--- config.mk ---
export PLATFORM = sky130hd
export DESIGN_NAME = mcpu5_progmem_loader
export DESIGN_NICKNAME = d
export VERILOG_FILES = /design/src/rtl/mcpu5_progmem_loader.sv
export SDC_FILE = /design/constraint.sdc
export NUM_CORES = 1
export LEC_CHECK = 0
export CAP_MARGIN = 5
export CELL_PAD_IN_SITES_DETAIL_PLACEMENT = 0
export CELL_PAD_IN_SITES_GLOBAL_PLACEMENT = 1
export CORE_MARGIN = 2
export CORE_UTILIZATION = 55
export CTS_BUF_LIST = sky130_fd_sc_hd__clkbuf_4
export DETAILED_ROUTE_END_ITERATION = 6
export GPL_ROUTABILITY_DRIVEN = 0
export GPL_TIMING_DRIVEN = 0
export HOLD_SLACK_MARGIN = 0.06
export PLACE_DENSITY = 0.76
export RECOVER_POWER = 25
export SYNTH_ARGS = -nofsm -noshare
export SYNTH_HDL_FRONTEND = slang
export SYNTH_SLANG_ARGS = --single-unit
--- constraint.sdc ---
create_clock -name clk -period 9.7 [get_ports clk]
set_input_delay 1.455 -clock clk [delete_from_list [all_inputs] [get_ports clk]]
set_output_delay 1.455 -clock clk [all_outputs]
set_load 0.01 [all_outputs]
--- src/rtl/mcpu5_progmem_loader.sv ---
// Writable program memory for the MCPU5plus core with a bit-serial load port.
// Loads words sequentially from address 0 and holds the CPU in reset while loading.
module mcpu5_progmem_loader #(
    parameter int ADDR_W      = 8,
    parameter int WORD_W      = 6,
    parameter int HOLD_CYCLES = 2
) (
    input  logic              clk,
    input  logic              reset,
    input  logic [ADDR_W-1:0] addr,
    output logic [WORD_W-1:0] instr,
    input  logic              ld_start,
    input  logic              ld_strobe,
    input  logic              ld_bit,
    input  logic              ld_end,
    output logic              ld_busy,
    output logic [ADDR_W-1:0] ld_addr,
    output logic              ld_wrap,
    output logic              ld_err,
    output logic              cpu_reset
);

    localparam int BC_W = (WORD_W > 1) ? $clog2(WORD_W) : 1;
    localparam int HC_W = (HOLD_CYCLES > 1) ? $clog2(HOLD_CYCLES) : 1;
    localparam logic [BC_W-1:0] BIT_LAST  = BC_W'(WORD_W - 1);
    localparam logic [HC_W-1:0] HOLD_LAST = HC_W'(HOLD_CYCLES - 1);

    typedef enum logic [1:0] {
        S_IDLE,
        S_SHIFT,
        S_HOLD
    } state_t;

    state_t            state_q, state_d;
    logic [ADDR_W-1:0] ld_addr_q, ld_addr_d;
    logic [BC_W-1:0]   bitcnt_q, bitcnt_d;
    logic [WORD_W-2:0] sreg_q, sreg_d;
    logic [HC_W-1:0]   holdcnt_q, holdcnt_d;
    logic              ld_wrap_q, ld_wrap_d;
    logic              ld_err_q, ld_err_d;

    logic              mem_we;
    logic [WORD_W-1:0] mem_wdata;
    logic [WORD_W-1:0] mem [2**ADDR_W];

    // NOTE: every output of this block gets a default first so no path leaves a latch.
    always_comb begin
        state_d   = state_q;
        ld_addr_d = ld_addr_q;
        bitcnt_d  = bitcnt_q;
        sreg_d    = sreg_q;
        holdcnt_d = holdcnt_q;
        ld_wrap_d = ld_wrap_q;
        ld_err_d  = ld_err_q;
        mem_we    = 1'b0;
        mem_wdata = {sreg_q, ld_bit};

        // A start request restarts the session from any state and drops any strobe with it.
        if (ld_start) begin
            state_d   = S_SHIFT;
            ld_addr_d = '0;
            bitcnt_d  = '0;
            ld_wrap_d = 1'b0;
            ld_err_d  = 1'b0;
        end else begin
            case (state_q)
                S_IDLE: ;
                S_SHIFT: begin
                    if (ld_strobe) begin
                        if (bitcnt_q == BIT_LAST) begin
                            mem_we    = 1'b1;
                            ld_addr_d = ld_addr_q + ADDR_W'(1);
                            bitcnt_d  = '0;
                            if (&ld_addr_q) ld_wrap_d = 1'b1;
                        end else begin
                            sreg_d   = {sreg_q[WORD_W-3:0], ld_bit};
                            bitcnt_d = bitcnt_q + BC_W'(1);
                        end
                    end
                    if (ld_end) begin
                        state_d   = S_HOLD;
                        holdcnt_d = '0;
                        if (bitcnt_d != '0) ld_err_d = 1'b1;
                        bitcnt_d  = '0;
                    end
                end
                S_HOLD: begin
                    holdcnt_d = holdcnt_q + HC_W'(1);
                    if (holdcnt_q == HOLD_LAST) state_d = S_IDLE;
                end
                default: state_d = S_IDLE;
            endcase
        end
    end

    // NOTE: sequential state uses non-blocking assignments so all flops update together.
    always_ff @(posedge clk or posedge reset) begin
        if (reset) begin
            state_q   <= S_IDLE;
            ld_addr_q <= '0;
            bitcnt_q  <= '0;
            sreg_q    <= '0;
            holdcnt_q <= '0;
            ld_wrap_q <= 1'b0;
            ld_err_q  <= 1'b0;
        end else begin
            state_q   <= state_d;
            ld_addr_q <= ld_addr_d;
            bitcnt_q  <= bitcnt_d;
            sreg_q    <= sreg_d;
            holdcnt_q <= holdcnt_d;
            ld_wrap_q <= ld_wrap_d;
            ld_err_q  <= ld_err_d;
        end
    end

    // NOTE: the array has no reset so a loaded program survives a system reset.
    always_ff @(posedge clk) begin
        if (mem_we) mem[ld_addr_q] <= mem_wdata;
    end

    assign instr     = mem[addr];
    assign ld_busy   = (state_q != S_IDLE);
    assign ld_addr   = ld_addr_q;
    assign ld_wrap   = ld_wrap_q;
    assign ld_err    = ld_err_q;
    assign cpu_reset = reset | ld_busy;

endmodule

# After elaboration in Yosys (flattened, before gate mapping)
# Memory sizes are Yosys's and may differ from the RTL's.
# Index checks and enable logic that the tools add are counted.
dict set report totals {
  n_memories 1
  mem_bits_rw 1536
  output_inout_bits 18
  regBits 21
}
# name words word_bits read_ports rd_clocked_by_memory_dff wr line_no
set memory_table {}
lappend memory_table {mem 256 6 1 0 1 44} ;# logic [WORD_W-1:0] mem [2**ADDR_W];
dict set report op_classes {
  muxes 32
  n_addsub 3
  reduce_logical 17
  eq_ne 7
  bitwise 3
}
# operator n
set ops {}
lappend ops {{8-bit two-way mux} 4}
lappend ops {{3-bit two-way mux} 7}
lappend ops {{1-bit two-way mux} 16}
lappend ops {{2-bit nonzero test} 8}
lappend ops {{3-bit AND reduction} 4}
lappend ops {{8-bit by 1-bit adder with 8-bit output, second input constant} 1}
lappend ops {{4-bit AND reduction} 2}
lappend ops {{8-bit AND reduction} 1}
lappend ops {{2-bit two-way mux} 3}
lappend ops {{3-bit inequality test, second input constant} 2}
lappend ops {{2-bit case mux with 3 select lines} 1}
lappend ops {{2-bit inequality test, second input constant} 2}
lappend ops {{3-bit by 1-bit adder with 3-bit output, second input constant} 1}
lappend ops {{3-bit == test, second input constant} 1}
lappend ops {{3-bit nonzero test} 1}
lappend ops {{2-bit by 1-bit == test with 1-bit output, second input constant} 1}
lappend ops {{2-bit == test, second input constant} 1}
lappend ops {{2-bit logical NOT} 1}
lappend ops {{1-bit inverter} 2}
lappend ops {{1-bit case mux with 2 select lines} 1}
lappend ops {{1-bit adder, second input constant} 1}
lappend ops {{1-bit bitwise OR} 1}

# Longest topological paths before layout
# Gate-level depths: netlist (run 1).
dict set report depth {
  word_depth 10
  mapped_depth 12
  ltp_nobuf 6
}

# Least setup slack after synthesis (run 1)
# OpenSTA, ideal clock, no wires.
dict set report synth_timing {
  path_type {input port to output port}
  startpoint {input port addr[0]}
  endpoint {output port instr[2]}
  path_stages 10
  t_arrival_ps 3287
  t_required_ps 8245
  slack_ps 4958
  path_cell_list {buf_4 -> buf_8 -> buf_6 -> buf_6 -> buf_4 -> mux4_2 -> mux2i_1 -> o21ai_0 -> o211ai_1 -> o211ai_1}
}
dict set report synth_between {
  elab_chain_len 1
}
# item line_no
set synth_rtl {}
lappend synth_rtl {{start, declared} 10} ;# input logic [ADDR_W-1:0] addr,
lappend synth_rtl {{memory 256 x 6 bit} -}
lappend synth_rtl {{end, declared} 11} ;# output logic [WORD_W-1:0] instr,
# No other way between the ends.

# Worst setup path in the final report (run 1)
dict set report layout_timing {
  startpoint {input port addr[2]}
  endpoint {output port instr[1]}
}
# The elaborated chain is that of the path after synthesis.

==> metrics, run 1 <==
GRT Overall Usage=30.2%; worst skew pair latency=1.22 ns; vias per cell=approximately 6.4; critical path type=input pin to output pin; share of cells above drive strength 1=approximately 28%; worst hold path class=register to register; yosys warns=0; footprint of the multi-input gates=13500 um^2; setup violators final=0; Die Ht=around 340 um; power per cell area=217 nW/um^2; first-pass GRT wire length=roughly 240 mm; Starting Density=between 50% and 60%; P_leak=21.8 nW; WHS Endpoint=ld_wrap; # DRC=0; core area=about 110000 um^2; Seq cells post-synth=1557; Worst Min Path Start=ld_wrap; Setup crit start kind=input pin; Area growth, synth to finish=11.7%; Crit Reg-Reg Startpoint=sreg_q[4]; I/O pin cnt=32; CP max FO=10; minimum clock period=a little over 8 ns; num rows=~120; ys flop type=edfxtp_1; achievable frequency=0.121 GHz; Worst Setup SP=addr[2]; placed cell areas=63800 um^2; final wirelength=approximately 170 mm; DIE AREA=between 100000 and 150000 um^2; clock tree from TritonCTS=done; worst hold path depth=1; Worst Setup End Kind=output pin; dpl ws=between 1.5 and 2 ns; Hold Slack=about 0.5 ns; post_cts resized=0; drt wl/cell=between 30 and 40 um; adder-cell share of the synthesized area=less than 1%; Routed Antenna Nets=0; global route total overflow=0; syn_nets=slightly above 3000; Syn Std Cell Area=between 60000 and 70000 um^2; initial antenna violation count=8; Worst-Margin Slew=around 6.4 ns; failing checks=capacitance limit, slew limit; combinational family with the most area after synthesis=multiplexers; final hold violation count=0; number of global-route vias before repair=34000; R2R Path End=mem[113][5]; Max Clock Skew=0.118 ns; met3 WL=between 15 and 20 mm; post-synthesis mux area share=15.1%; Clk pin slew, worst setup/hold paths=~0.06 ns; Root Driver=clkbuf_4; status=finished with violations; Slew Limit Fails=around 870; asr flop ratio synth=about 1.3%; Initial DRC Count=~4300; I/O Buffers=29; CP required=just over 8 ns; sequential cell area=46600 um^2; CTS H-tree lvls=5; CTS max path bufs=4; maxcap violations=11; register area share after synthesis=76.2%; Critical Path AT=approximately 6.8 ns; clk sinks=1557; hold-fix buffer count after cts=0; Max Used Layer=met5; met2 WL=approximately 79 mm; most frequent cells in the layout=edfxtp_1, clkbuf_4, mux4_2; Slew headroom=-325%; fin worst setup slack=between 1 and 1.5 ns; reg2reg setup slack=4.47 ns; routed vias=between 30000 and 40000; Layout Nets=around 3500; final period utilization=between 80% and 90%; most common cell after layout, fill and taps aside=edfxtp_1; post-route cell area=about 70000 um^2; die width=338 um; number of synthesized flops with an enable pin=between 1500 and 2000; CTS buffer count=a little under 400; Worst Reg-to-Reg Cells=1; Synth Area in XOR/XNOR=0.0858%; Post-DP HPWL=112 mm; peak supply drop=~0.29 mV; Simple-Gate Fraction of Synth Area=3.77%; RSZ-0062 raised after global routing=no; first drt pass iteration count=6; compound-cell area share of the yosys netlist=under 10%; Avg Cell Area, Syn=a little over 20 um^2; met1 WL=just over 60 mm; post-synthesis instance total=around 3000; Distinct cells, synth=60; largest net degree at the start of global routing=~140; Post-CTS Setup Bufs=0; Total Power=roughly 15 mW; Fillers=around 7800
-- critical path, stage by stage --
cell,delay [ns]
clkdlybuf4s50_1,0.70
clkbuf_1,0.90
clkbuf_1,0.53
clkbuf_1,0.67
a2111oi_0,0.15
nor4_1,0.98
o211ai_1,0.45
o211ai_1,0.33
clkdlybuf4s50_1,0.62
-- Yosys cell counts, drive strengths merged (4+ instances only) --
| cell type | count | area share, % |
|---|---|---|
| ha | 4 | 0.082 |
| o22ai | 25 | 0.26 |
| o221ai | 30 | 0.43 |
| nand3 | 25 | 0.20 |
| buf | 105 | 1.2 |
| a21oi | 27 | 0.22 |
| nand2b | 12 | 0.12 |
| a221oi | 12 | 0.17 |
| nor2 | 307 | 1.9 |
| nor2b | 39 | 0.40 |
| nor4 | 10 | 0.13 |
| o21ai | 45 | 0.37 |
| nand2 | 80 | 0.49 |
| a22oi | 48 | 0.59 |
| a2111oi | 6 | 0.086 |
| clkbuf | 77 | 0.47 |
| inv | 5 | 0.031 |
| dfrtp | 21 | 0.86 |
| nand4 | 6 | 0.061 |
| mux2i | 136 | 2.2 |
| o211ai | 15 | 0.18 |
| mux2 | 15 | 0.28 |
| a211oi | 10 | 0.12 |
| and3 | 6 | 0.061 |
| edfxtp | 1536 | 75 |
| nor3 | 10 | 0.098 |
| mux4 | 342 | 13 |
| o31ai | 6 | 0.074 |
| a31oi | 10 | 0.10 |
| o2bb2ai | 6 | 0.086 |
| xor2 | 4 | 0.057 |
| a2bb2oi | 8 | 0.11 |
-- cell families (layout without fill, tap and decap cells) --
family                   Yosys count  after routing
other                              0              6
AND/OR/NAND/NOR                  517            517
XOR/XNOR                           6              6
AO/OA/AOI/OAI                    262            262
flip-flops                      1557           1557
adder cells (fa/ha/maj)            4              4
buffers and inverters            188            892
multiplexers                     493            493
-- routing by layer --
metal	up-vias	global-route usage, %
met5	-	0
met4	8	14.6
met3	387	9.07
met2	2253	46.4
met1	17100	39.9
li1	13600	-
-- power by group --
part           switching [mW]  internal (mW)
combinational           0.923          0.310
clock                    2.56           2.72
sequential              0.207           8.14
-- state kept, by name, summed over array words and instances (netlist names) --
name	flops
sreg_q	5
mem	1536
state_q	2
ld_addr	8
ld_wrap	1
ld_err	1
holdcnt_q	1
bitcnt_q	3
-- layout make-up --
| class | count | share of cell area (%) |
|---|---|---|
| sequential | 1557 | 68.2 |
| multi-input combinational | 1282 | 19.7 |
| clock buffer | 534 | 5.86 |
| tap | 1488 | 2.72 |
| buffer | 182 | 1.56 |
| clock inverter | 124 | 1.00 |
| timing repair buffer | 46 | 0.860 |
| inverter | 6 | 0.0329 |
| antenna | 6 | 0.0220 |
-- per-stage QoR --
step	setup TNS, ns	cells	utilization, %
2_1_floorplan	0	3027	-
3_3_place_gp	-13.86	4544	57.3
3_5_place_dp	0	4561	57.7
4_1_cts	0	5219	62.0
5_1_grt	0	5220	61.9
6_report	0	5225	61.9
-- worst max-delay path by stage --
stage	end	slack (ns)	cells past startpoint
after global routing	instr[1]	1.38	9
after detailed placement	instr[4]	1.56	9
after CTS	instr[4]	1.54	9
final	instr[1]	1.42	9
after floorplan	instr[2]	4.96	10
after global placement	mem[92][0]	-0.1	1
No activity file was read; power rests on OpenSTA's default activity.
==> run 2: changes to the inputs <==
- CORE_MARGIN: 2 -> not set
- SKIP_CTS_REPAIR_TIMING: not set -> 1
==> run 2 against run 1 <==
- design area about the same
- via count rose by 1.1%
- worst hold slack worse by 0.0072 ns
- worst setup slack got worse by 0.035 ns
- the run ends with DRC, capacitance limit, slew limit left
- clock skew increased by 0.015 ns
- core utilization about the same
- register-to-register slack got worse by 1.5 ns
==> metrics, run 2 (synthesis results as in run 1) <==
status=finished with violations; failing checks=DRC, capacitance limit, slew limit; power per cell area=219 nW/um^2 (+0.64%); DIE AREA=113000 um^2 (-1.2%); fin worst setup slack=1.39 ns (-0.0348 ns); CTS max path bufs=4 (unchanged); RSZ-0062 raised after global routing=no; achievable frequency=0.120 GHz (-0.42%); maxcap violations=13 (+2); Area growth, synth to finish=11.7% (about the same); Root Driver=clkbuf_4; Post-Layout Cell Count=5230 (+0.096%); worst hold path class=register to register; post-route cell area=68400 um^2 (about the same); worst skew pair latency=1.25 ns (+0.03 ns); Clk pin slew, worst setup/hold paths=0.06 ns (about the same); initial antenna violation count=5 (-3); largest net degree at the start of global routing=148 (+8.0%); first drt pass iteration count=7 (+1); GRT Overall Usage=30.8% (+0.56 points); dpl ws=1.59 ns (+0.0292 ns); # DRC=4 (+4); Initial DRC Count=4776 (+11%); Inst Count DP=4559 (-0.044%); setup violators final=0 (unchanged); Hold Slack=0.495 ns (-0.00722 ns); most frequent cells in the layout=edfxtp_1, clkbuf_4, mux4_2; Layout Nets=3483 (+0.029%); num rows=122 (unchanged); Top reg by flops=mem; Worst Min Path Start=ld_wrap; placed cell areas=63800 um^2 (about the same); Slew Limit Fails=1165 (+34%); Worst Setup End Kind=output pin; utilization after layout=61.9% (about the same); Starting Density=55.4% (unchanged); core area=111000 um^2 (unchanged); die width=336 um (-0.59%); final period utilization=85.7% (+0.36 points); most common cell after layout, fill and taps aside=edfxtp_1; final hold violation count=0 (unchanged); final wirelength=171 mm (+1.1%); clock tree from TritonCTS=done; I/O pin cnt=32 (unchanged); max reg flops=1536 (unchanged); routed vias=33800 (+1.1%); critical path type=input pin to output pin; share of cells above drive strength 1=28.4% (+0.30 points); vias per cell=6.45 (+0.98%); Final TNS setup=0 ns (unchanged); clk sinks=1557 (unchanged); CTS H-tree lvls=5 (unchanged); Total Power=15.0 mW (+0.62%); Post-DP HPWL=113 mm (+0.31%); Die Ht=336 um (-0.59%); Routed Antenna Nets=0 (unchanged); minimum clock period=8.31 ns (+0.0348 ns); peak supply drop=0.426 mV (+48%); I/O Buffers=29 (unchanged); Setup crit start kind=input pin; P_leak=21.8 nW (about the same); Slew headroom=-261% (+64 points); Critical Path AT=6.86 ns (+0.04 ns); global route total overflow=0 (unchanged); Max Clock Skew=0.133 ns (+0.0152 ns); CTS buffer count=392 (+0.77%); drt wl/cell=32.7 um (+1.0%); Worst Setup SP=addr[2]; number of global-route vias before repair=34400 (+1.1%); first-pass GRT wire length=240 mm (+0.91%); CP required=8.25 ns (about the same); Worst-Margin Slew=5.41 ns (-0.962 ns); CP max FO=10 (unchanged); Crit Reg-Reg Startpoint=sreg_q[1]
-- run 2: layout make-up --
type                    count  area (um^2)
plain buffers             182         1070
well taps                1488         1860
inverters                   6         22.5
fillers                  7933        42100
flip-flops and latches   1557        46600
clock buffers             551         4140
clock inverters           112          642
multi-input cells        1282        13500
diodes                      8         20.0
repair buffers             44          488
-- run 2: final timing paths --
path / endpoint / slack, ns / cells after the start
worst min-delay path: ld_wrap / 0.50 / 1
worst max-delay path: instr[4] / 1.39 / 9
max in group asynchronous: sreg_q[3] / 8.22 / 2
worst max register to register: mem[141][2] / 2.93 / 2
worst min register to register: ld_wrap / 0.50 / 1
min in group asynchronous: ld_addr[2] / 0.85 / 2
-- run 2: metal layers --
metal	wire (um)	share of wire [%]	vias up	global-route usage [%]
li1	-	-	13600	-
met1	64000	37	17500	41.0
met2	81000	47	2304	48.3
met3	19000	11	371	7.81
met4	7170	4.2	0	13.7
met5	0	0	-	0
-- run 2: report_power, final --
group	leakage [nW]	internal, mW	switching, mW
Sequential	14.1	8.17	0.211
Combinational	4.86	0.287	0.916
Clock	2.84	2.79	2.58
-- run 2: worst max-delay path, cell delays in order --
cell and delay [ns]:
clkdlybuf4s50_1 0.69, clkbuf_1 0.93, clkbuf_1 0.52, clkbuf_1 0.66, a2111oi_0 0.15, nor4_1 0.90, o211ai_1 0.48, o211ai_1 0.40
clkdlybuf4s50_1 0.64
